**src/rtl/timer_pkg.sv**
```systemverilog
// Shared definitions for the timer16 peripheral: register offsets, CTRL/STATUS
// bit positions and datapath widths.
package timer_pkg;

  localparam int DATA_W      = 8;
  localparam int TIMER_WIDTH = 16;

  typedef enum logic [2:0] {
    OFF_CTRL     = 3'd0,
    OFF_PRESCALE = 3'd1,
    OFF_CMP_L    = 3'd2,
    OFF_CMP_H    = 3'd3,
    OFF_CNT_L    = 3'd4,
    OFF_CNT_H    = 3'd5,
    OFF_STATUS   = 3'd6
  } reg_off_e;

  localparam logic [DATA_W-1:0] NUM_REGS = 8'd7;

  localparam int CTRL_EN       = 0;
  localparam int CTRL_MATCH_IE = 1;
  localparam int CTRL_OVF_IE   = 2;
  localparam int CTRL_CTC      = 3;

  localparam int STAT_MATCHF = 0;
  localparam int STAT_OVFF   = 1;

endpackage

```
**src/rtl/timer16_prescaler.sv**
```systemverilog
// Clock prescaler for timer16: emits a one-cycle tick every div+1 enabled clocks.
module prescaler
  import timer_pkg::*;
(
  input  logic              clk,
  input  logic              reset,
  input  logic              en,
  input  logic              clr,
  input  logic [DATA_W-1:0] div,
  output logic              tick
);

  logic [DATA_W-1:0] pcnt;

  // A clear in the same cycle as a terminal count swallows that tick.
  assign tick = en && !clr && (pcnt == div);

  always_ff @(posedge clk or negedge reset) begin
    if (!reset) begin
      pcnt <= '0;
    end else if (!en || clr || tick) begin
      pcnt <= '0;
    end else begin
      pcnt <= pcnt + 8'd1;
    end
  end

endmodule

```
**src/rtl/timer16.sv**
```systemverilog
// 16-bit bus-mapped timer/counter with prescaler, compare match and overflow IRQs.
// Optional PWM output is built when TIMER_PWM_EN is defined.
module timer16
  import timer_pkg::*;
#(
  parameter logic [DATA_W-1:0] TIMER_ADDRESS = 8'h10
) (
  input  logic              clk,
  input  logic              reset,
  input  logic [DATA_W-1:0] din,
  input  logic [DATA_W-1:0] address,
  input  logic              w_en,
  input  logic              r_en,
  output logic [DATA_W-1:0] dout,
  output logic              irq_match,
`ifdef TIMER_PWM_EN
  output logic              irq_ovf,
  output logic              pwm_out
`else
  output logic              irq_ovf
`endif
);

  logic [3:0]             ctrl;
  logic [DATA_W-1:0]      prescale;
  logic [TIMER_WIDTH-1:0] cmp;
  logic [TIMER_WIDTH-1:0] cnt;
  logic [DATA_W-1:0]      cnt_h_buf;
  logic [DATA_W-1:0]      cnt_h_shadow;
  logic                   matchf;
  logic                   ovff;

  logic [DATA_W-1:0] offset;
  logic [2:0]        off3;
  logic              in_win;
  logic              wr_ctrl, wr_pre, wr_cmp_l, wr_cmp_h, wr_cnt_l, wr_cnt_h, wr_stat;
  logic              rd_cnt_l;
  logic              tick;
  logic              cmp_hit, ctc_clr, ovf_hit;
  logic [TIMER_WIDTH-1:0] cnt_next;
  logic [DATA_W-1:0] rdata;

  assign offset = address - TIMER_ADDRESS;
  assign off3   = offset[2:0];
  assign in_win = (offset < NUM_REGS);

  assign wr_ctrl  = w_en && in_win && (off3 == OFF_CTRL);
  assign wr_pre   = w_en && in_win && (off3 == OFF_PRESCALE);
  assign wr_cmp_l = w_en && in_win && (off3 == OFF_CMP_L);
  assign wr_cmp_h = w_en && in_win && (off3 == OFF_CMP_H);
  assign wr_cnt_l = w_en && in_win && (off3 == OFF_CNT_L);
  assign wr_cnt_h = w_en && in_win && (off3 == OFF_CNT_H);
  assign wr_stat  = w_en && in_win && (off3 == OFF_STATUS);
  assign rd_cnt_l = r_en && in_win && (off3 == OFF_CNT_L);

  prescaler u_prescaler (
    .clk   (clk),
    .reset (reset),
    .en    (ctrl[CTRL_EN]),
    .clr   (wr_pre),
    .div   (prescale),
    .tick  (tick)
  );

  // A bus load of the counter overrides the tick: no match, no overflow.
  assign cmp_hit  = tick && !wr_cnt_l && (cnt == cmp);
  assign ctc_clr  = cmp_hit && ctrl[CTRL_CTC];
  assign ovf_hit  = tick && !wr_cnt_l && !ctc_clr && (cnt == 16'hFFFF);
  assign cnt_next = ctc_clr ? '0 : cnt + 16'd1;

  always_comb begin
    rdata = '0;
    case (off3)
      OFF_CTRL:     rdata = {4'b0000, ctrl};
      OFF_PRESCALE: rdata = prescale;
      OFF_CMP_L:    rdata = cmp[7:0];
      OFF_CMP_H:    rdata = cmp[15:8];
      OFF_CNT_L:    rdata = cnt[7:0];
      OFF_CNT_H:    rdata = cnt_h_shadow;
      OFF_STATUS:   rdata = {6'b000000, ovff, matchf};
      default:      rdata = '0;
    endcase
  end

  always_ff @(posedge clk or negedge reset) begin
    if (!reset) begin
      ctrl         <= '0;
      prescale     <= '0;
      cmp          <= '0;
      cnt          <= '0;
      cnt_h_buf    <= '0;
      cnt_h_shadow <= '0;
      matchf       <= 1'b0;
      ovff         <= 1'b0;
      irq_match    <= 1'b0;
      irq_ovf      <= 1'b0;
    end else begin
      if (wr_ctrl)  ctrl        <= din[3:0];
      if (wr_pre)   prescale    <= din;
      if (wr_cmp_l) cmp[7:0]    <= din;
      if (wr_cmp_h) cmp[15:8]   <= din;
      if (wr_cnt_h) cnt_h_buf   <= din;
      if (rd_cnt_l) cnt_h_shadow <= cnt[15:8];

      if (wr_cnt_l) begin
        cnt <= {cnt_h_buf, din};
      end else if (tick) begin
        cnt <= cnt_next;
      end

      // A new event outranks a simultaneous write-1-to-clear.
      matchf <= (matchf & ~(wr_stat & din[STAT_MATCHF])) | cmp_hit;
      ovff   <= (ovff   & ~(wr_stat & din[STAT_OVFF]))   | ovf_hit;

      irq_match <= cmp_hit && ctrl[CTRL_MATCH_IE];
      irq_ovf   <= ovf_hit && ctrl[CTRL_OVF_IE];
    end
  end

  always_ff @(posedge clk or negedge reset) begin
    if (!reset) begin
      dout <= '0;
    end else begin
      dout <= (r_en && in_win) ? rdata : '0;
    end
  end

`ifdef TIMER_PWM_EN
  always_ff @(posedge clk or negedge reset) begin
    if (!reset) begin
      pwm_out <= 1'b0;
    end else begin
      pwm_out <= ctrl[CTRL_EN] && (cnt < cmp);
    end
  end
`endif

endmodule
```
**config.mk**
```make
export PLATFORM = sky130hd
export DESIGN_NAME = timer16
export DESIGN_NICKNAME = d
export VERILOG_FILES = /design/src/rtl/timer_pkg.sv /design/src/rtl/timer16_prescaler.sv /design/src/rtl/timer16.sv
export SDC_FILE = /design/constraint.sdc
export NUM_CORES = 1
export LEC_CHECK = 0
export ABC_AREA = 1
export BUFFER_PORTS_ARGS = -buffer_cell sky130_fd_sc_hd__buf_2
export CAP_MARGIN = 10
export CELL_PAD_IN_SITES_DETAIL_PLACEMENT = 0
export CELL_PAD_IN_SITES_GLOBAL_PLACEMENT = 1
export CORE_MARGIN = 10
export CORE_UTILIZATION = 30
export DETAILED_ROUTE_END_ITERATION = 8
export PLACE_DENSITY = 0.68
export SLEW_MARGIN = 25
export SYNTH_ARGS = -nofsm -noshare
export SYNTH_HDL_FRONTEND = slang
export SYNTH_SLANG_ARGS = --single-unit
```
**constraint.sdc**
```tcl
create_clock -name clk -period 3.08 [get_ports clk]
set_input_delay 0.616 -clock clk [delete_from_list [all_inputs] [get_ports clk]]
set_output_delay 0.616 -clock clk [all_outputs]
set_load 0.02 [all_outputs]
```
==> metrics.txt <==
status complete, no violations; CTS Root Cell clkbuf_16; Yosys cell types 36; mux contribution to synthesized area 4.80%; first-pass GRT wire length 19600 µm; Post-synth EDFFs 0; clock sinks 80; first-pass iteration count of the detailed router 4; final wirelength 12300 µm; max-cap viol count 0; CP Max Fanout 18; Setup TNS 0 ps; site row count 44; Psw 718 µW; Die Span Y 142 µm; clock skew 7.58 ps; most common cell after layout, fill and taps aside nand2_1; Crit path required time 3360 ps; clk buf depth 2; Power Total 2.69 mW; diode count 0; Tightest Hold Check Type primary input to async pin; slowest CP cell dfrtp_1; final antenna-violating net count 0; sequential area share after synthesis 44.9%; synth-to-layout area growth 13.2%; crit end category flop; # Post-CTS Setup Buffers 0; fmax 504 MHz; CTS clk-pin slew, worst paths 60 ps; clock network power share 42.5%; worst-margin pin slew 751 ps; HPWL Detailed 8910 µm; critical-path cell list inv_1, nand2_1, nand2_1, nor2_1, nand2_1, nor2_4, nand3_4, nor2_8, nand3_1, nor2_1; Starting DRT DRC Count 284; hold buffer count at CTS 0; post-CTS sizing 0; leak pwr 2.60 nW; normalized max-slew margin 49.9%; endpoints failing hold 0; CTS tree done; register area 0.00200 mm²; CP max stage delay 410 ps; post-synthesis adder-cell area fraction 0.561%; DR vias/cell 4.73; number of buffers created by CTS 9; Post-Syn Instances 543; DR vias 3578; Clk Latency, worst-skew pair 350 ps; Comb power frac 12.1%; RR Startpoint prescale[6]; Die Area 0.0201 mm²; largest net degree at the start of global routing 81; Post-Synth Simple-Gate Area 28.2%; IO buf count 29; Die Wd 142 µm; H-tree levels 3; largest family of logic cells by synthesized area simple AND/OR/NAND/NOR gates; final setup vio count 0; Residual DRC 0; cell taking the most area after synthesis dfrtp_1; kind of critical path flop to flop; r2r setup slk 1100 ps; Starting Density 30.7%; Power Density 533 mW/mm²; Pins Over Slew Limit 0; Area contributors post-synth dfrtp_1 45%, nand2_1 12%, inv_1 5.3%; wire length per cell 16.2 µm; core footprint 0.0145 mm²; RR Endpoint irq_match; number of global-route vias before repair 3474; fin crit share 64.4%; GRT Total Usage 12.5%; FILL cells 1533; nets@finish 590; RSZ-0062 raised after global routing no; most frequent cells in the layout 143 x nand2_1, 80 x dfrtp_1, 63 x inv_1; CP Data Arrival Time 2260 ps; Netlist Area Pre-Place 0.00446 mm²; Most used DFF post-synth dfrtp_1; ys async rst share 100%; crit start category flop; xor and xnor area share after synthesis 5.70%; share of the synthesized area in the top cell type 44.9%; Pint 1.97 mW; fin crit period 1980 ps; total grt overflow 0; r2r worst-path depth 10; CP most frequent cell nand2_1; Worst VDD drop 0.253 mV; IO Pins 30; FF+latch count, synth 80; share of cells above drive strength 1 17.8%; Net Sw Frac 26.7%; Syn Area/Cell 8.21 µm²; Reg power frac 45.4%; multi-input logic area 0.00205 mm²; syn_nets 565; compound-gate portion of the synthesized area 6.79%; antenna violations before repair 0; Yosys warning count 0; RePlAce Congestion 0.872
[stage by stage]
stage / area (µm²) / util (%) / hold slack, ps / instances / setup slack [ps]
floorplan: 4460 / - / 320 / 543 / 1260
global placement: 4730 / 32.5 / 490 / 741 / 918
detailed placement: 4730 / 32.5 / 487 / 741 / 884
CTS: 5040 / 34.7 / 498 / 756 / 1060
global route: 5040 / 34.7 / 377 / 756 / 920
finish: 5040 / 34.7 / 308 / 756 / 1100
[power by group through the flow]
stage / clock network [mW] / registers, mW / logic, mW
floorplan: 0 / 1.21 / 0.235
global placement: 0 / 1.24 / 0.321
detailed placement: 0 / 1.24 / 0.327
CTS: 1.16 / 1.22 / 0.330
global route: 1.20 / 1.23 / 0.380
finish: 1.14 / 1.22 / 0.325
[synthesized netlist by cell type, types with 3 or more instances]
cell type	instances
nor2_4	3
nor2_1	44
buf_2	6
xnor2_1	6
a21oi_1	9
dfrtp_1	80
o21ai_0	27
nand2_2	3
nor3b_1	4
nand2_1	143
mux2_2	15
nand3_1	37
clkbuf_2	3
a221oi_1	3
nand3_2	14
o22ai_1	8
xor2_1	23
inv_2	15
nor3_1	5
nor2_2	4
buf_4	3
mux2_1	4
inv_1	63
a31oi_1	3
[how the worst max path moves through the flow]
stage,from,endpoint,slack (ps),cells after the start
6_report,prescale[6],irq_match,1100,10
5_1_grt,prescale[6],irq_ovf,920,10
4_1_cts,prescale[6],irq_ovf,1060,10
3_5_place_dp,address[2],irq_ovf,880,9
3_3_place_gp,address[2],irq_ovf,920,9
2_1_floorplan,address[4],cmp[13],1260,8
[sequential cells by signal (all words and copies together), names as in the netlist]
signal,flops
dout,8
cnt_h_buf,8
prescale,8
cnt,16
cnt_h_shadow,8
cmp,16
matchf,1
irq_ovf,1
u_prescaler.pcnt,8
ovff,1
ctrl,4
irq_match,1
[final cells by class]
type,instances,share of cell area [%]
Clock buffer,10,4.54
Multi-Input combinational cell,369,40.7
Tap cell,184,4.56
Timing Repair Buffer,29,3.00
Inverter,79,5.93
Clock inverter,5,1.61
Sequential cell,80,39.7
[routing by layer]
metal / up-vias / track usage (%) / wire length, µm
met3: 13 / 1.84 / 446
met2: 77 / 20.0 / 5850
met1: 1711 / 16.2 / 5730
met5: - / 0 / 0
met4: 0 / 6.13 / 244
li1: 1777 / - / -
[cells by family (layout without fill, tap and decap cells)]
kind of cell | after synthesis | in the layout
simple gates | 265 | 265
buf+inv | 94 | 123
flops | 80 | 80
compound gates | 54 | 54
xor+xnor | 29 | 29
mux | 19 | 19
fa+ha+maj | 2 | 2
[critical path, delay by kind of cell, from the launching register on]
kind | cells | cell delay [ps]
DFF | 1 | 410
buffers and inverters | 1 | 70
and+or+nand+nor | 9 | 1410
Note: power is estimated with default switching activity, not from simulation.
